### src/rtl/lb_cmd_pkg.sv
// Shared widths, command codes and types for the local-bus command sequencer.
package lb_cmd_pkg;

  localparam int unsigned LbCWidth = 8;
  localparam int unsigned LbAWidth = 24;
  localparam int unsigned LbDWidth = 32;

  localparam logic [LbCWidth-1:0] WriteCmd = 8'h01;
  localparam logic [LbCWidth-1:0] ReadCmd  = 8'h10;

  typedef struct packed {
    logic [LbCWidth-1:0] ctrl;
    logic [LbAWidth-1:0] addr;
    logic [LbDWidth-1:0] data;
  } lb_cmd_t;

  typedef enum logic [1:0] {IDLE, ISSUE, RWAIT, RESP} lb_seq_state_t;

  function automatic logic [15:0] sat_inc16(input logic [15:0] v);
    return (v == 16'hFFFF) ? v : v + 16'd1;
  endfunction

endpackage

### src/rtl/lb_cmd_seq_if.sv
// Host command stream, local-bus port and read-response stream of lb_cmd_seq.
// rsp_ts is present only when LB_CMD_TIMESTAMP_EN is defined.
interface lb_cmd_seq_if #(
  parameter int unsigned LBCWIDTH = lb_cmd_pkg::LbCWidth,
  parameter int unsigned LBAWIDTH = lb_cmd_pkg::LbAWidth,
  parameter int unsigned LBDWIDTH = lb_cmd_pkg::LbDWidth
);
  logic                cmd_valid;
  logic                cmd_ready;
  logic [LBCWIDTH-1:0] cmd_ctrl;
  logic [LBAWIDTH-1:0] cmd_addr;
  logic [LBDWIDTH-1:0] cmd_data;
  logic                lb_wvalid;
  logic [LBCWIDTH-1:0] lb_wctrl;
  logic [LBAWIDTH-1:0] lb_waddr;
  logic [LBDWIDTH-1:0] lb_wdata;
  logic                lb_read;
  logic [LBDWIDTH-1:0] lb_rdata;
  logic                rsp_valid;
  logic                rsp_ready;
  logic [LBAWIDTH-1:0] rsp_addr;
  logic [LBDWIDTH-1:0] rsp_data;
`ifdef LB_CMD_TIMESTAMP_EN
  logic [31:0]         rsp_ts;

  modport slave (
    input  cmd_valid, cmd_ctrl, cmd_addr, cmd_data, lb_rdata, rsp_ready,
    output cmd_ready, lb_wvalid, lb_wctrl, lb_waddr, lb_wdata, lb_read,
    output rsp_valid, rsp_addr, rsp_data, rsp_ts
  );
  modport master (
    output cmd_valid, cmd_ctrl, cmd_addr, cmd_data, lb_rdata, rsp_ready,
    input  cmd_ready, lb_wvalid, lb_wctrl, lb_waddr, lb_wdata, lb_read,
    input  rsp_valid, rsp_addr, rsp_data, rsp_ts
  );
`else
  modport slave (
    input  cmd_valid, cmd_ctrl, cmd_addr, cmd_data, lb_rdata, rsp_ready,
    output cmd_ready, lb_wvalid, lb_wctrl, lb_waddr, lb_wdata, lb_read,
    output rsp_valid, rsp_addr, rsp_data
  );
  modport master (
    output cmd_valid, cmd_ctrl, cmd_addr, cmd_data, lb_rdata, rsp_ready,
    input  cmd_ready, lb_wvalid, lb_wctrl, lb_waddr, lb_wdata, lb_read,
    input  rsp_valid, rsp_addr, rsp_data
  );
`endif

endinterface

### src/rtl/lb_cmd_fifo.sv
// Synchronous command FIFO with registered full/empty flags; Depth must be a power of two >= 2.
module lb_cmd_fifo
  import lb_cmd_pkg::*;
#(
  parameter type         entry_t = lb_cmd_t,
  parameter int unsigned Depth   = 16
) (
  input  logic   clk,
  input  logic   reset,
  input  logic   push_i,
  input  entry_t wdata_i,
  input  logic   pop_i,
  output entry_t rdata_o,
  output logic   full_o,
  output logic   empty_o
);

  localparam int unsigned PtrW = $clog2(Depth);
  localparam logic [PtrW-1:0] PtrOne   = PtrW'(1);
  localparam logic [PtrW:0]   CntOne   = (PtrW + 1)'(1);
  localparam logic [PtrW:0]   DepthCnt = (PtrW + 1)'(Depth);

  entry_t          mem_q [Depth];
  logic [PtrW-1:0] wptr_q, rptr_q;
  logic [PtrW:0]   cnt_q, cnt_d;
  logic            full_q, empty_q;
  logic            do_push, do_pop;

  assign do_push = push_i & ~full_q;
  assign do_pop  = pop_i & ~empty_q;

  always_comb begin
    cnt_d = cnt_q;
    case ({do_push, do_pop})
      2'b10:   cnt_d = cnt_q + CntOne;
      2'b01:   cnt_d = cnt_q - CntOne;
      default: cnt_d = cnt_q;
    endcase
  end

  // Flags are derived from next count so they are plain flops at the outputs.
  always_ff @(posedge clk) begin
    if (reset) begin
      wptr_q  <= '0;
      rptr_q  <= '0;
      cnt_q   <= '0;
      full_q  <= 1'b0;
      empty_q <= 1'b1;
    end else begin
      if (do_push) wptr_q <= wptr_q + PtrOne;
      if (do_pop)  rptr_q <= rptr_q + PtrOne;
      cnt_q   <= cnt_d;
      full_q  <= (cnt_d == DepthCnt);
      empty_q <= (cnt_d == '0);
    end
  end

  always_ff @(posedge clk) begin
    if (do_push) mem_q[wptr_q] <= wdata_i;
  end

  assign rdata_o = mem_q[rptr_q];
  assign full_o  = full_q;
  assign empty_o = empty_q;

endmodule

### src/rtl/lb_cmd_seq.sv
// Local-bus command sequencer: buffers host commands and turns each into one write/read strobe.
// Define LB_CMD_TIMESTAMP_EN to add a free-running cycle counter and the rsp_ts output.
module lb_cmd_seq
  import lb_cmd_pkg::*;
#(
  parameter int unsigned         LBCWIDTH  = LbCWidth,
  parameter int unsigned         LBAWIDTH  = LbAWidth,
  parameter int unsigned         LBDWIDTH  = LbDWidth,
  parameter logic [LBCWIDTH-1:0] WRITECMD  = LBCWIDTH'(WriteCmd),
  parameter logic [LBCWIDTH-1:0] READCMD   = LBCWIDTH'(ReadCmd),
  parameter int unsigned         READLAT   = 4,
  parameter int unsigned         FIFODEPTH = 16
) (
  input  logic        clk,
  input  logic        reset,
  lb_cmd_seq_if.slave bus,
  output logic [15:0] err_cnt,
  output logic        busy
);

  typedef struct packed {
    logic [LBCWIDTH-1:0] ctrl;
    logic [LBAWIDTH-1:0] addr;
    logic [LBDWIDTH-1:0] data;
  } cmd_t;

  localparam logic [3:0] LatLoad = 4'(READLAT - 1);

  cmd_t                push_cmd, pop_cmd;
  logic                fifo_full, fifo_empty, pop;

  lb_seq_state_t       state_q, state_d;
  cmd_t                cmd_q, cmd_d;
  logic [3:0]          lat_q, lat_d;
  logic [LBDWIDTH-1:0] rdata_q, rdata_d;
  logic [15:0]         err_q, err_d;
  logic                wvalid, read, rsp_valid;

  assign push_cmd = cmd_t'{ctrl: bus.cmd_ctrl, addr: bus.cmd_addr, data: bus.cmd_data};

  lb_cmd_fifo #(
    .entry_t (cmd_t),
    .Depth   (FIFODEPTH)
  ) u_fifo (
    .clk     (clk),
    .reset   (reset),
    .push_i  (bus.cmd_valid),
    .wdata_i (push_cmd),
    .pop_i   (pop),
    .rdata_o (pop_cmd),
    .full_o  (fifo_full),
    .empty_o (fifo_empty)
  );

  always_comb begin
    state_d   = state_q;
    cmd_d     = cmd_q;
    lat_d     = lat_q;
    rdata_d   = rdata_q;
    err_d     = err_q;
    pop       = 1'b0;
    wvalid    = 1'b0;
    read      = 1'b0;
    rsp_valid = 1'b0;
    unique case (state_q)
      IDLE: begin
        if (!fifo_empty) begin
          pop     = 1'b1;
          cmd_d   = pop_cmd;
          state_d = ISSUE;
        end
      end
      ISSUE: begin
        if (cmd_q.ctrl == WRITECMD) begin
          wvalid  = 1'b1;
          state_d = IDLE;
        end else if (cmd_q.ctrl == READCMD) begin
          read    = 1'b1;
          lat_d   = LatLoad;
          state_d = RWAIT;
        end else begin
          err_d   = sat_inc16(err_q);
          state_d = IDLE;
        end
      end
      RWAIT: begin
        if (lat_q == 4'd0) begin
          rdata_d = bus.lb_rdata;
          state_d = RESP;
        end else begin
          lat_d = lat_q - 4'd1;
        end
      end
      RESP: begin
        rsp_valid = 1'b1;
        if (bus.rsp_ready) state_d = IDLE;
      end
      default: state_d = IDLE;
    endcase
  end

  always_ff @(posedge clk) begin
    if (reset) begin
      state_q <= IDLE;
      cmd_q   <= '0;
      lat_q   <= '0;
      rdata_q <= '0;
      err_q   <= '0;
    end else begin
      state_q <= state_d;
      cmd_q   <= cmd_d;
      lat_q   <= lat_d;
      rdata_q <= rdata_d;
      err_q   <= err_d;
    end
  end

  // The command register doubles as the write-address/data and response-address holder.
  assign bus.cmd_ready = ~fifo_full;
  assign bus.lb_wvalid = wvalid;
  assign bus.lb_wctrl  = cmd_q.ctrl;
  assign bus.lb_waddr  = cmd_q.addr;
  assign bus.lb_wdata  = cmd_q.data;
  assign bus.lb_read   = read;
  assign bus.rsp_valid = rsp_valid;
  assign bus.rsp_addr  = cmd_q.addr;
  assign bus.rsp_data  = rdata_q;
  assign err_cnt       = err_q;
  assign busy          = ~fifo_empty | (state_q != IDLE);

`ifdef LB_CMD_TIMESTAMP_EN
  logic [31:0] ts_q, rsp_ts_q;

  always_ff @(posedge clk) begin
    if (reset) begin
      ts_q     <= '0;
      rsp_ts_q <= '0;
    end else begin
      ts_q <= ts_q + 32'd1;
      if (read) rsp_ts_q <= ts_q;
    end
  end

  assign bus.rsp_ts = rsp_ts_q;
`endif

endmodule

### src/flat_wrapper.sv
// flat-port wrapper written by rule: the top's interface ports become plain ports
module lb_cmd_seq_flat import lb_cmd_pkg::*;
#(
  parameter int unsigned         LBCWIDTH  = LbCWidth,
  parameter int unsigned         LBAWIDTH  = LbAWidth,
  parameter int unsigned         LBDWIDTH  = LbDWidth,
  parameter logic [LBCWIDTH-1:0] WRITECMD  = LBCWIDTH'(WriteCmd),
  parameter logic [LBCWIDTH-1:0] READCMD   = LBCWIDTH'(ReadCmd),
  parameter int unsigned         READLAT   = 4,
  parameter int unsigned         FIFODEPTH = 16
)
  (clk, reset, err_cnt, busy, bus_cmd_valid, bus_cmd_ctrl, bus_cmd_addr, bus_cmd_data, bus_lb_rdata, bus_rsp_ready, bus_cmd_ready, bus_lb_wvalid, bus_lb_wctrl, bus_lb_waddr, bus_lb_wdata, bus_lb_read, bus_rsp_valid, bus_rsp_addr, bus_rsp_data);
  lb_cmd_seq_if #(.LBCWIDTH(LBCWIDTH), .LBAWIDTH(LBAWIDTH), .LBDWIDTH(LBDWIDTH)) bus_i ();
  input  logic clk;
  input  logic reset;
  output logic [15:0] err_cnt;
  output logic busy;
  input wire logic [$bits(bus_i.cmd_valid)-1:0] bus_cmd_valid;
  input wire logic [$bits(bus_i.cmd_ctrl)-1:0] bus_cmd_ctrl;
  input wire logic [$bits(bus_i.cmd_addr)-1:0] bus_cmd_addr;
  input wire logic [$bits(bus_i.cmd_data)-1:0] bus_cmd_data;
  input wire logic [$bits(bus_i.lb_rdata)-1:0] bus_lb_rdata;
  input wire logic [$bits(bus_i.rsp_ready)-1:0] bus_rsp_ready;
  output wire logic [$bits(bus_i.cmd_ready)-1:0] bus_cmd_ready;
  output wire logic [$bits(bus_i.lb_wvalid)-1:0] bus_lb_wvalid;
  output wire logic [$bits(bus_i.lb_wctrl)-1:0] bus_lb_wctrl;
  output wire logic [$bits(bus_i.lb_waddr)-1:0] bus_lb_waddr;
  output wire logic [$bits(bus_i.lb_wdata)-1:0] bus_lb_wdata;
  output wire logic [$bits(bus_i.lb_read)-1:0] bus_lb_read;
  output wire logic [$bits(bus_i.rsp_valid)-1:0] bus_rsp_valid;
  output wire logic [$bits(bus_i.rsp_addr)-1:0] bus_rsp_addr;
  output wire logic [$bits(bus_i.rsp_data)-1:0] bus_rsp_data;
  assign bus_i.cmd_valid = bus_cmd_valid;
  assign bus_i.cmd_ctrl = bus_cmd_ctrl;
  assign bus_i.cmd_addr = bus_cmd_addr;
  assign bus_i.cmd_data = bus_cmd_data;
  assign bus_i.lb_rdata = bus_lb_rdata;
  assign bus_i.rsp_ready = bus_rsp_ready;
  assign bus_cmd_ready = bus_i.cmd_ready;
  assign bus_lb_wvalid = bus_i.lb_wvalid;
  assign bus_lb_wctrl = bus_i.lb_wctrl;
  assign bus_lb_waddr = bus_i.lb_waddr;
  assign bus_lb_wdata = bus_i.lb_wdata;
  assign bus_lb_read = bus_i.lb_read;
  assign bus_rsp_valid = bus_i.rsp_valid;
  assign bus_rsp_addr = bus_i.rsp_addr;
  assign bus_rsp_data = bus_i.rsp_data;
  lb_cmd_seq #(.LBCWIDTH(LBCWIDTH), .LBAWIDTH(LBAWIDTH), .LBDWIDTH(LBDWIDTH), .WRITECMD(WRITECMD), .READCMD(READCMD), .READLAT(READLAT), .FIFODEPTH(FIFODEPTH)) u_core (.clk(clk), .reset(reset), .bus(bus_i), .err_cnt(err_cnt), .busy(busy));
endmodule
### config.mk
export PLATFORM = sky130hd
export DESIGN_NAME = lb_cmd_seq_flat
export DESIGN_NICKNAME = d
export VERILOG_FILES = /design/src/rtl/lb_cmd_pkg.sv /design/src/rtl/lb_cmd_seq_if.sv /design/src/rtl/lb_cmd_fifo.sv /design/src/rtl/lb_cmd_seq.sv /design/src/flat_wrapper.sv
export SDC_FILE = /design/constraint.sdc
export NUM_CORES = 1
export LEC_CHECK = 0
export BUFFER_PORTS_ARGS = -buffer_cell sky130_fd_sc_hd__buf_2
export CAP_MARGIN = 20
export CORE_UTILIZATION = 61
export CTS_CLUSTER_DIAMETER = 50
export CTS_CLUSTER_SIZE = 20
export DETAILED_ROUTE_END_ITERATION = 16
export GPL_TIMING_DRIVEN = 1
export PLACE_DENSITY = 0.82
export SLEW_MARGIN = 20
export SYNTH_ARGS = -nofsm -noshare
export SYNTH_HDL_FRONTEND = slang
export SYNTH_HIERARCHICAL = 1
export SYNTH_SLANG_ARGS = --single-unit
### constraint.sdc
create_clock -name clk -period 7.95 [get_ports clk]
set_input_delay 0.795 -clock clk [delete_from_list [all_inputs] [get_ports clk]]
set_output_delay 0.795 -clock clk [all_outputs]
set_load 0.02 [all_outputs]
### Word level (Yosys, flattened, before mapping)

Memory sizes are Yosys's and may differ from the RTL's. A register that Yosys moved wholly into a read port is not among the register bits.
Cells that the tools add are included.

| operators by class | value |
|---|---|
| add/sub/neg operators | 6 |
| equal/unequal tests | 15 |
| multiplexer cells | 21 |
| bitwise gates (word level) | 8 |
| reduce and logical (&&, ||, !) cells | 10 |

Operators by type and width:

| operator | number |
|---|---|
| $add 16x1->16 const B | 1 |
| $eq 16x16->1 const B | 1 |
| $mux 4 | 3 |
| $mux 1 | 10 |
| $mux 2 | 5 |
| $pmux 5 s2 | 1 |
| $add 4x1->4 const B | 2 |
| $eq 8x1->1 const B | 1 |
| $eq 8x5->1 const B | 1 |
| $ne 2x2->1 const B | 4 |
| $pmux 2 s4 | 1 |
| $pmux 4 s2 | 1 |
| $reduce_and 4->1 | 2 |
| $eq 2x2->1 const B | 3 |
| $add 5x1->5 const B | 1 |
| $eq 5x5->1 const B | 1 |
| $logic_not 5->1 | 1 |
| $not 1->1 | 5 |
| $sub 5x1->5 const B | 1 |
| $eq 2x1->1 const B | 2 |
| $logic_not 4->1 | 1 |
| $ne 2x1->1 const B | 2 |
| $reduce_and 2->1 | 2 |
| $reduce_bool 2->1 | 2 |
| other kinds (5) | 6 |

| storage, ports and cells | value |
|---|---|
| register bits | 69 |
| RAM bits | 1024 |
| bits of input ports | 100 |
| output and inout port bits | 141 |
| logic and storage cells | 70 |
| memories kept | 1 |

Memory list:

| name | words | bits a word | read ports | clocked after memory_dff | write ports | line | text |
|---|---|---|---|---|---|---|---|
| u_core.u_fifo.mem_q | 16 | 64 | 1 | 1 | 1 | lb_cmd_fifo.sv:23 | `entry_t mem_q [Depth];` |

### Logic depth before layout (Yosys ltp)

Gate-level depths: netlist of the first run.

| logic depth | value |
|---|---|
| word-level depth | 6 |
| depth in mapped cells | 14 |
| depth with buffers taken out | 12 |

### Modules after synthesis

The synthesis of the first run kept the hierarchy.

By module, submodules not included:

| module | instances | cells an instance | area each (um2) | sequential area each (um2) |
|---|---|---|---|---|
| lb_cmd_fifo | 1 | 1541 | 39521.7 | 31129.9 |
| lb_cmd_seq | 1 | 587 | 4621.9 | 2362.3 |

### Worst setup path after synthesis of the first run

OpenSTA, ideal clock, no wires.

| path | value |
|---|---|
| path type | input-to-reg |
| from | in bus_cmd_valid |
| to | mem u_core/u_fifo/mem_q[3][0] (netlist name), enable pin |
| library setup time | 565 ps |
| arrival time | 5555 ps |
| required time | 7385 ps |
| setup slack | 1830 ps |
| stages | 4 |
| buffers on the path | 1 |
| path through | nor2b_1 > buf_6 > nand2_1 > nor3_1 |

| between the ends | value |
|---|---|
| cells in the longest elaborated chain, start to end | 3 |

RTL lines:

| element | line | text |
|---|---|---|
| start, declared | flat_wrapper.sv:18 | `input wire logic [$bits(bus_i.cmd_valid)-1:0] bus_cmd_valid;` |
| $and 1x1->1 | lb_cmd_fifo.sv:29 | `assign do_push = push_i & ~full_q;` |
| $mux 1 | lb_cmd_fifo.sv:59 | `if (do_push) mem_q[wptr_q] <= wdata_i;` |
| $mux 1 (implied by the code) | lb_cmd_fifo.sv:59 |  |
| end, declared | lb_cmd_fifo.sv:23 |  |

No other way between the ends.

==> flow_summary.ini, run 1 <==
[cts]
postCtsHoldBufs = 0
cts_buffers = 92
clock_sinks = 1161
max_clock_buf_depth = 3
post-cts-setup-buffers = 0
tritoncts_clock_tree = built
source_to_sink_clock_delay_at_the_later_pin_of_the_worst_skew_pair_ns = 0.67
clock_tree.root_cell = sky130_fd_sc_hd__clkbuf_16
cts_resized = 0
htreeDepth = 3
cts.reportedPaths.clkPinSlew_ns = 0.07

[min_path]
hold_depth = 3
whs_endpoint = u_core/bus.rsp_data[16]$_SDFFE_PP0P_
worst_hold_path_startpoint = bus_lb_rdata[16]
holdCritPathClass = in -> reg

[synth]
instance_count_of_the_mapped_netlist = 2128
yosysTopAreaCell = sky130_fd_sc_hd__edfxtp_1
synth-seq-cells = 1161
synthesis.nets = 2238
synthMostInstantiatedCell = sky130_fd_sc_hd__edfxtp_1
synth_top_area_frac = 0.6966
ys_types = 55
synthArstFlopShare = 0
ys.warnings.count = 6
dominantRegCellSynth = sky130_fd_sc_hd__edfxtp_1
synth-edff-count = 1024
postSynthAreaPerCell_um2 = 20.74
syn-cell-area_um2 = 44140
netlist_top_cells_area = sky130_fd_sc_hd__edfxtp_1 70%, sky130_fd_sc_hd__mux4_2 14%, sky130_fd_sc_hd__dfxtp_1 6.2%, sky130_fd_sc_hd__mux4_1 2.1%, sky130_fd_sc_hd__nand2_1 1.8%
sequential_area_share_after_synthesis = 0.7587
ys_top_cells_by_count = 1024 x sky130_fd_sc_hd__edfxtp_1, 284 x sky130_fd_sc_hd__mux4_2, 214 x sky130_fd_sc_hd__nand2_1

[route]
dr.first_iter.drc_count = 2809
avgRoutedWirePerCell_um = 30.97
detailroute.via_count = 22682
antenna_violating_nets_remaining = 0
routed_wirelength_um = 105100
drcViolationCount = 0
vias_per_cell = 6.681
drt_first_pass_iters = 7

[timing]
setup_total_negative_slack_ns = 0
setup_repair_after_global_routing_missed_its_margin = no
timing.clock.skew_ns = 0.03093
tightest_slew_ns = 1.151
setup_viol = 0
post-route-worst-setup-slack_ns = 3.294
finalCritPeriodShare = 0.5856
slew_violations = 0
fmax_mhz = 214.8
holdWs_ns = 0.3949
maxSlewHeadroom = 0.2328
report.final.hold_viol_count = 0
post-route-min-period_ns = 4.656

[grt]
grt-ovfl-total = 0
grt_pass1_vias = 23132
top_usage_layer = met2
grt.met3_usage = 0.05574
grt_max_degree = 182
first_pass_grt_wire_length_um = 152200
grt.met2_usage = 0.4916
grtUsageTotal = 0.2892
antenna_found_initial = 10
met1_usage = 0.3725

[setup_path]
critPathRequiredTime_ns = 8.54
setup.worst_path.start_class = register
worstRegToRegCells = 12
timing.rr.end = u_core/u_fifo/full_o$_SDFF_PP0_
setup.worst_path.class = reg -> reg
timing.critical_path.arrival_ns = 5.24
crit_path_max_fanout = 65
reg2reg_slack_ns = 3.29
crit_path_capture_type = register

[power]
power_per_cell_area_nw_per_um2 = 276.4
vdd_ir_drop_max_v = 0.0002360
static_leakage_nw = 15.75
totalPowerFinal_mw = 13.65

[placement]
dp_slack_ns = 3.525
routabilityCongestion = 0.9080
detailed_place_hpwl_um = 51480
io_buffers = 240

[run_status]
run_status = completed

[floorplan]
core_um2 = 71490
die_w_um = 271.0
area_of_the_die_um2 = 73450
die_h_um = 271.0
i_o_pin_count = 241
floorplan.rows = 98
floorplan.initialDensity = 0.6175

[layout]
finalNetCount = 2468
area_growth_syn_to_layout_pct = 11.91
filler_cell_count = 4067
seqCellArea_um2 = 33510
proportion_of_layout_cells_with_a_drive_suffix_above_1 = 0.3093
area_of_combinational_cells_with_multiple_inputs_um2 = 9941
final_core_util = 0.6911

[flow_run]
cap_violations = 0
## power breakdown
part | internal [mW] | total (mW) | switching, mW | leakage [nW]
Clock | 2.43 | 4.72 | 2.30 | 1.53
Sequential | 6.83 | 7.01 | 0.172 | 10.4
Combinational | 0.821 | 1.92 | 1.10 | 3.85
Total | 10.1 | 13.7 | 3.57 | 15.7
## worst max path at each step
stage             startpoint                                   to  slack [ns]  cells after the start
2_1_floorplan  bus_cmd_valid  u_core/u_fifo/mem_q[3][0]$_DFFE_PP_        1.83                      4
3_3_place_gp        register      u_core/u_fifo/full_o$_SDFF_PP0_        3.66                     12
3_5_place_dp        register      u_core/u_fifo/full_o$_SDFF_PP0_        3.52                     12
4_1_cts             register      u_core/u_fifo/full_o$_SDFF_PP0_        3.49                     12
5_1_grt             register      u_core/u_fifo/full_o$_SDFF_PP0_        3.18                     12
6_report            register      u_core/u_fifo/full_o$_SDFF_PP0_        3.29                     12
## sequential cells by signal, indices dropped and copies added, names as in the netlist, named ones only
| register | flops |
|---|---|
| u_core/u_fifo/mem_q | 1024 |
| u_core/bus.lb_wdata | 32 |
| u_core/bus.rsp_data | 32 |
| u_core/bus.lb_waddr | 24 |
| u_core/err_cnt | 16 |
| u_core/bus.lb_wctrl | 8 |
| u_core/u_fifo/cnt_q | 5 |
| u_core/lat_q | 4 |
| u_core/u_fifo/rptr_q | 4 |
| u_core/u_fifo/wptr_q | 4 |
| u_core/state_q | 1 |
| u_core/u_fifo/empty_o | 1 |
| u_core/u_fifo/full_o | 1 |
## critical path: stages, from the launching register on
cell and delay [ns]:
sky130_fd_sc_hd__dfxtp_1 0.53, sky130_fd_sc_hd__or3_4 0.19, sky130_fd_sc_hd__buf_4 0.84, sky130_fd_sc_hd__inv_2 0.48, sky130_fd_sc_hd__nand2b_1 0.32, sky130_fd_sc_hd__clkinv_1 0.31
sky130_fd_sc_hd__nand2_1 0.20, sky130_fd_sc_hd__xnor2_1 0.15, sky130_fd_sc_hd__ha_1 0.27, sky130_fd_sc_hd__nor3b_1 0.30, sky130_fd_sc_hd__or3b_2 0.48, sky130_fd_sc_hd__a22oi_1 0.27
sky130_fd_sc_hd__and4bb_1 0.22
## area by class of cell
class                      instances  area share
antenna                            7   0.0003546
sequential                      1161      0.6783
clock buffer                     107     0.05050
timing repair buffer             275     0.03110
clock inverter                    67     0.01342
multi-input combinational        814      0.2012
inverter                          14    0.001064
tap                              950     0.02406
## metrics by stage
step,std cells,area (µm²)
final,3395,49400
after global routing,3393,49400
after CTS,3386,49330
after detailed placement,3212,46170
after global placement,3211,46150
after floorplan,2128,44140
## kinds of logic (layout without fill, tap and decap cells)
| family | after synthesis | count (layout) | synth area share |
|---|---|---|---|
| compound gates | 142 | 142 | 0.01806 |
| xor+xnor | 19 | 19 | 0.003770 |
| fa+ha+maj | 10 | 10 | 0.002834 |
| buf+inv | 153 | 463 | 0.01888 |
| flops | 1161 | 1161 | 0.7587 |
| mux | 324 | 324 | 0.1673 |
| other cells | 0 | 7 | 0 |
| simple gates | 319 | 319 | 0.03050 |
## cells in the final DEF (no fill, tap or decap), types with 4 or more instances in the layout
master	instances
sky130_fd_sc_hd__clkbuf_16	97
sky130_fd_sc_hd__nor3_2	4
sky130_fd_sc_hd__xor2_1	13
sky130_fd_sc_hd__mux4_2	284
sky130_fd_sc_hd__clkbuf_1	7
sky130_fd_sc_hd__clkinv_4	10
sky130_fd_sc_hd__mux4_1	36
sky130_fd_sc_hd__ha_1	10
sky130_fd_sc_hd__xnor2_1	6
sky130_fd_sc_hd__nand2_1	214
sky130_fd_sc_hd__buf_4	31
sky130_fd_sc_hd__inv_1	12
sky130_fd_sc_hd__inv_6	19
sky130_fd_sc_hd__a21oi_1	114
sky130_fd_sc_hd__nand3_1	10
sky130_fd_sc_hd__buf_12	4
sky130_fd_sc_hd__dfxtp_4	4
sky130_fd_sc_hd__diode_2	7
sky130_fd_sc_hd__nand2b_1	4
sky130_fd_sc_hd__edfxtp_1	1024
sky130_fd_sc_hd__clkinvlp_4	8
sky130_fd_sc_hd__nor3_1	6
sky130_fd_sc_hd__nor2_4	13
sky130_fd_sc_hd__clkinv_8	6
sky130_fd_sc_hd__nand4_1	5
sky130_fd_sc_hd__nor2_1	34
sky130_fd_sc_hd__or3_1	5
sky130_fd_sc_hd__buf_2	239
sky130_fd_sc_hd__o21ai_0	8
sky130_fd_sc_hd__o211ai_1	5
sky130_fd_sc_hd__inv_8	10
sky130_fd_sc_hd__clkinv_1	6
sky130_fd_sc_hd__dfxtp_1	133
## layer usage
metal	part of all wire	wire length, µm
met5	0.00052	55
met1	0.35	36520
met4	0.032	3372
met3	0.10	10940
met2	0.52	54250
(Power assumes the default switching activity.)
==> inputs of run 2 (changes only) <==
clock period = 4.6 ns   (was 7.95 ns; I/O delays follow)
==> run 2 against run 1 <==
  * Combinational power rose by 74%
  * Largest cell class unchanged
  * Total power rose by 74%
  * Sequential share of layout area fell by 0.29 points
  * Clock power rose by 77%
  * Global-route usage fell by 0.19 points
  * Count of clock-buffer cells in the layout fell by 7
  * Critical path depth fell by 2
  * Hold slack got worse by 0.37 ns
  * Die area did not move
==> flow_summary.ini, run 2 (same netlist as run 1, synthesis figures left out) <==
[run_status]
run_status = completed

[setup_path]
r2r-start = u_core/u_fifo/full_o$_SDFF_PP0_
setup.worst_path.start_class = register
worstRegToRegCells = 10
crit_path_capture_type = register
crit_path_max_fanout = 10
timing.rr.end = u_core/u_fifo/full_o$_SDFF_PP0_
setup.worst_path.class = reg -> reg
critPathRequiredTime_ns = 5.17
reg2reg_slack_ns = 1.28
timing.critical_path.arrival_ns = 3.89

[timing]
timing.clock.skew_ns = 0.02983
slew_violations = 0
fmax_mhz = 301.4
maxSlewHeadroom = 0.2656
setup_total_negative_slack_ns = 0
setup_repair_after_global_routing_missed_its_margin = no
post-route-min-period_ns = 3.317
tightest_slew_ns = 1.102
post-route-worst-setup-slack_ns = 1.283
finalCritPeriodShare = 0.7212
report.final.hold_viol_count = 0
setup_viol = 0

[grt]
antenna_found_initial = 8
first_pass_grt_wire_length_um = 152300
grtUsageTotal = 0.2873
grt_pass1_vias = 23038
grt-ovfl-total = 0
grt_max_degree = 86

[power]
p_sw_frac = 0.2685
clock_power_share = 0.351
p_comb_frac = 0.141
power_per_cell_area_nw_per_um2 = 479.9
switchingPower_mw = 6.393
vdd_ir_drop_max_v = 0.0004695
static_leakage_nw = 15.80
p_int_mw = 17.41
seq_power_share = 0.509

[placement]
io_buffers = 240
routabilityCongestion = 0.8699
detailed_place_hpwl_um = 53630
dp_slack_ns = 1.242

[floorplan]
die_w_um = 271.0
core_um2 = 71490
floorplan.initialDensity = 0.6175
i_o_pin_count = 241
area_of_the_die_um2 = 73450
floorplan.rows = 98
die_h_um = 271.0

[layout]
mostFrequentLayoutCells = 1024 x sky130_fd_sc_hd__edfxtp_1, 284 x sky130_fd_sc_hd__mux4_2, 239 x sky130_fd_sc_hd__buf_2
area_of_combinational_cells_with_multiple_inputs_um2 = 9968
layout_commonest_cell = sky130_fd_sc_hd__edfxtp_1
finalNetCount = 2475
proportion_of_layout_cells_with_a_drive_suffix_above_1 = 0.3129
top_reg_by_flops = u_core/u_fifo/mem_q
area_growth_syn_to_layout_pct = 12.39
filler_cell_count = 3984
largest_reg_flops = 1024
seqCellArea_um2 = 33510

[route]
avgRoutedWirePerCell_um = 30.63
routed_wirelength_um = 104100
drcViolationCount = 0
vias_per_cell = 6.675
dr.first_iter.drc_count = 2629
drt_first_pass_iters = 5
detailroute.via_count = 22674
antenna_violating_nets_remaining = 0

[cts]
max_clock_buf_depth = 3
tritoncts_clock_tree = built
cts.reportedPaths.clkPinSlew_ns = 0.08
cts_buffers = 93
cts_resized = 0
htreeDepth = 3
postCtsHoldBufs = 0
source_to_sink_clock_delay_at_the_later_pin_of_the_worst_skew_pair_ns = 0.67
post-cts-setup-buffers = 0
clock_tree.root_cell = sky130_fd_sc_hd__clkbuf_16
clock_sinks = 1161

[min_path]
worst_hold_path_startpoint = bus_lb_rdata[15]
hold_depth = 3
holdCritPathClass = in -> reg
whs_endpoint = u_core/bus.rsp_data[15]$_SDFFE_PP0P_

[flow_run]
cap_violations = 0
run 2: cell types whose count changed in the layout (fill, tap and decap cells not counted), sizes merged:
cell and change:
inv +7, clkbuf -7, bufinv +1, diode -5
buf +6
run 2: final cells by class:
| class | instances | area share |
|---|---|---|
| timing repair buffer | 281 | 0.03400 |
| multi-input combinational | 814 | 0.2009 |
| antenna | 2 | 0.0001009 |
| sequential | 1161 | 0.6754 |
| clock buffer | 100 | 0.04787 |
| clock inverter | 75 | 0.01670 |
| tap | 950 | 0.02396 |
| inverter | 14 | 0.001059 |
run 2: critical path: stages, from the launching register on:
cell,delay (ns)
sky130_fd_sc_hd__dfxtp_1,0.32
sky130_fd_sc_hd__nor2b_1,0.70
sky130_fd_sc_hd__inv_1,0.30
sky130_fd_sc_hd__nand2_1,0.22
sky130_fd_sc_hd__xnor2_1,0.17
sky130_fd_sc_hd__ha_1,0.26
sky130_fd_sc_hd__nor4b_1,0.39
sky130_fd_sc_hd__nand3_1,0.13
sky130_fd_sc_hd__a31oi_1,0.25
sky130_fd_sc_hd__xnor2_1,0.21
sky130_fd_sc_hd__and4bb_1,0.25
run 2: power by group through the flow:
| stage | registers [mW] | logic [mW] | clock network (mW) |
|---|---|---|---|
| after floorplan | 12.4 | 2.29 | 0 |
| after global placement | 12.3 | 3.17 | 0 |
| after detailed placement | 12.3 | 3.27 | 0 |
| after CTS | 12.1 | 3.36 | 8.45 |
| after global routing | 12.1 | 3.54 | 8.82 |
| final | 12.1 | 3.35 | 8.35 |
run 2: how the worst max path moves through the flow:
| stage | from | endpoint | slack [ns] | cells past startpoint |
|---|---|---|---|---|
| after CTS | u_core/u_fifo/full_o$_SDFF_PP0_ | u_core/u_fifo/mem_q[14][47]$_DFFE_PP_ | 1.41 | 4 |
| after global routing | u_core/u_fifo/full_o$_SDFF_PP0_ | u_core/u_fifo/full_o$_SDFF_PP0_ | 1.12 | 10 |
| after floorplan | bus_cmd_valid | u_core/u_fifo/mem_q[7][0]$_DFFE_PP_ | 0.53 | 4 |
| after detailed placement | bus_cmd_valid | u_core/u_fifo/full_o$_SDFF_PP0_ | 1.24 | 11 |
| after global placement | bus_cmd_valid | u_core/u_fifo/mem_q[14][39]$_DFFE_PP_ | 1.35 | 5 |
| final | u_core/u_fifo/full_o$_SDFF_PP0_ | u_core/u_fifo/full_o$_SDFF_PP0_ | 1.28 | 10 |
run 2: metrics by stage:
step,cell area (µm²),total power [mW],hold slack [ns],instances,util
after global routing,49610,24.50,0.03358,3397,0.6940
after CTS,49600,23.92,0.001782,3395,0.6938
after detailed placement,46400,15.60,0.4451,3220,0.6490
final,49610,23.81,0.02704,3397,0.6940
after floorplan,44160,14.67,0.4674,2128,-
after global placement,46400,15.48,0.4393,3220,0.6490
run 2: layer usage:
| layer | GRT usage | wire length, µm | share of wire |
|---|---|---|---|
| met5 | 0 | 58 | 0.00056 |
| met4 | 0.1067 | 3468 | 0.033 |
| met3 | 0.05822 | 10680 | 0.10 |
| met2 | 0.4766 | 52930 | 0.51 |
| met1 | 0.3803 | 36930 | 0.35 |
==> inputs of run 3 (changes only) <==
clock period = 3.1 ns   (was 4.6 ns; I/O delays follow)
==> run 3 against run 2 <==
  * Utilization increased by 2.6 points
  * Total power rose by 53%
  * Clock power increased by 57%
  * Non-clock buffer count rose by 120
==> flow_summary.ini, run 3 (same netlist as run 1, synthesis figures left out) <==
[power]
p_sw_frac = 0.2665
p_comb_frac = 0.146
vdd_ir_drop_max_v = 0.0004366
clock_power_share = 0.360
power_per_cell_area_nw_per_um2 = 707.2
static_leakage_nw = 16.60
switchingPower_mw = 9.697
p_int_mw = 26.69
seq_power_share = 0.493

[layout]
area_growth_syn_to_layout_pct = 16.55
filler_cell_count = 3734
area_of_combinational_cells_with_multiple_inputs_um2 = 9966
largest_reg_flops = 1024
instances_no_fill = 3529
final_core_util = 0.7197
mostFrequentLayoutCells = 1024 x sky130_fd_sc_hd__edfxtp_1, 284 x sky130_fd_sc_hd__mux4_2, 239 x sky130_fd_sc_hd__buf_2
seqCellArea_um2 = 33510
proportion_of_layout_cells_with_a_drive_suffix_above_1 = 0.3178
layout_commonest_cell = sky130_fd_sc_hd__edfxtp_1
top_reg_by_flops = u_core/u_fifo/mem_q
finalNetCount = 2600

[route]
drcViolationCount = 0
dr.first_iter.drc_count = 3068
antenna_violating_nets_remaining = 0
vias_per_cell = 6.702
detailroute.via_count = 23652
routed_wirelength_um = 110800
drt_first_pass_iters = 6
avgRoutedWirePerCell_um = 31.41

[floorplan]
floorplan.rows = 98
i_o_pin_count = 241
floorplan.initialDensity = 0.6175
core_um2 = 71490
die_h_um = 271.0
die_w_um = 271.0
area_of_the_die_um2 = 73450

[cts]
source_to_sink_clock_delay_at_the_later_pin_of_the_worst_skew_pair_ns = 0.68
clock_sinks = 1161
max_clock_buf_depth = 3
tritoncts_clock_tree = built
clock_tree.root_cell = sky130_fd_sc_hd__clkbuf_16
htreeDepth = 3
cts_buffers = 98
cts.reportedPaths.clkPinSlew_ns = 0.08

[grt]
first_pass_grt_wire_length_um = 161900
grtUsageTotal = 0.3066
antenna_found_initial = 10
grt-ovfl-total = 0
grt_max_degree = 65
grt_pass1_vias = 24411

[setup_path]
critPathRequiredTime_ns = 3.71
timing.critical_path.arrival_ns = 3.46
setup.worst_path.start_class = register
crit_path_capture_type = register
reg2reg_slack_ns = 0.25
setup.worst_path.class = reg -> reg
crit_path_max_fanout = 7

[timing]
post-route-min-period_ns = 2.847
maxSlewHeadroom = 0.2237
finalCritPeriodShare = 0.9183
fmax_mhz = 351.3
slew_violations = 0
report.final.hold_viol_count = 0
setup_repair_after_global_routing_missed_its_margin = no
setup_viol = 0
tightest_slew_ns = 1.164
timing.clock.skew_ns = 0.02737

[min_path]
holdCritPathClass = in -> reg

[placement]
numPlacedInstances = 3264
io_buffers = 240
routabilityCongestion = 0.8998
detailed_place_hpwl_um = 55780

[flow_run]
cap_violations = 0

[run_status]
run_status = completed
run 3: changes by cell type in the layout (fill, tap and decap cells not counted), sizes merged:
| cell | before | now |
|---|---|---|
| clkinvlp | 8 | 4 |
| clkbuf | 100 | 107 |
| bufinv | 3 | 7 |
| diode | 2 | 5 |
| dlygate4sd3 | 0 | 74 |
| clkinv | 25 | 24 |
| inv | 53 | 56 |
| buf | 281 | 327 |
run 3: routing by layer:
metal / routed length [µm] / vias to the layer above / GRT usage
li1: - / 9407 / -
met1: 37920 / 12142 / 0.3914
met2: 57220 / 1755 / 0.5201
met3: 11190 / 336 / 0.05583
met4: 4423 / 12 / 0.1325
met5: 78 / - / 0
run 3: through the flow:
| stage | hold WS [ns] | worst slack, ns | total power [mW] | TNS, ns | area [µm²] |
|---|---|---|---|---|---|
| after CTS | 0.00005140 | 0.1932 | 36.47 | 0 | 51410 |
| after floorplan | 0.4089 | -0.8707 | 21.77 | -796.83 | 44160 |
| final | 0.01858 | 0.2533 | 36.38 | 0 | 51450 |
| after global routing | 0.01428 | 0.02920 | 37.37 | 0 | 51440 |
| after detailed placement | 0.4446 | 0.2182 | 23.34 | 0 | 47210 |
| after global placement | 0.4394 | 0.3560 | 23.12 | 0 | 47210 |
run 3: repair_timing:
action                                 in CTS  in global routing
setup endpoints to repair                   0                  2
endpoints found under the hold margin     469                  0
gates resized for setup                     0                  2
buffers inserted                            0                  2
hold buffers                               74                  0
run 3: power groups by stage:
stage                     Sequential (mW)  Clock, mW  Combinational (mW)
final                                17.9       13.1                5.33
after global routing                 18.0       13.8                5.61
after CTS                            17.9       13.2                5.31
after detailed placement             18.3          0                5.09
after global placement               18.2          0                4.91
after floorplan                      18.4          0                3.39
run 3: cell type report:
type | instances | share of cell area
Sequential cell | 1161 | 0.6513
Multi-Input combinational cell | 814 | 0.1937
Clock inverter | 77 | 0.01846
Inverter | 14 | 0.001094
Antenna cell | 5 | 0.0002432
Tap cell | 950 | 0.02310
Timing Repair Buffer | 401 | 0.06338
Clock buffer | 107 | 0.04874
run 3: critical path, cell delays in order, from the launching register on:
cell and delay [ns]:
sky130_fd_sc_hd__dfxtp_1 0.37, sky130_fd_sc_hd__or3_4 0.39, sky130_fd_sc_hd__inv_2 0.06, sky130_fd_sc_hd__nand2b_1 0.14, sky130_fd_sc_hd__clkinvlp_4 0.15, sky130_fd_sc_hd__nand2_1 0.09, sky130_fd_sc_hd__xnor2_1 0.14, sky130_fd_sc_hd__ha_1 0.32
sky130_fd_sc_hd__nor3b_2 0.18, sky130_fd_sc_hd__or3b_2 0.46, sky130_fd_sc_hd__a22oi_1 0.26, sky130_fd_sc_hd__and4bb_1 0.21
run 3: final timing paths:
check / start / endpoint / depth (start not counted)
worst max-delay path: u_core/state_q[0]$_SDFFE_PP0P_ / u_core/u_fifo/full_o$_SDFF_PP0_ / 11
worst min-delay path: bus_cmd_ctrl[6] / u_core/u_fifo/mem_q[13][62]$_DFFE_PP_ / 1
worst max register to register: u_core/state_q[0]$_SDFFE_PP0P_ / u_core/u_fifo/full_o$_SDFF_PP0_ / 11
worst min register to register: u_core/bus.rsp_data[10]$_SDFFE_PP0P_ / u_core/bus.rsp_data[10]$_SDFFE_PP0P_ / 2
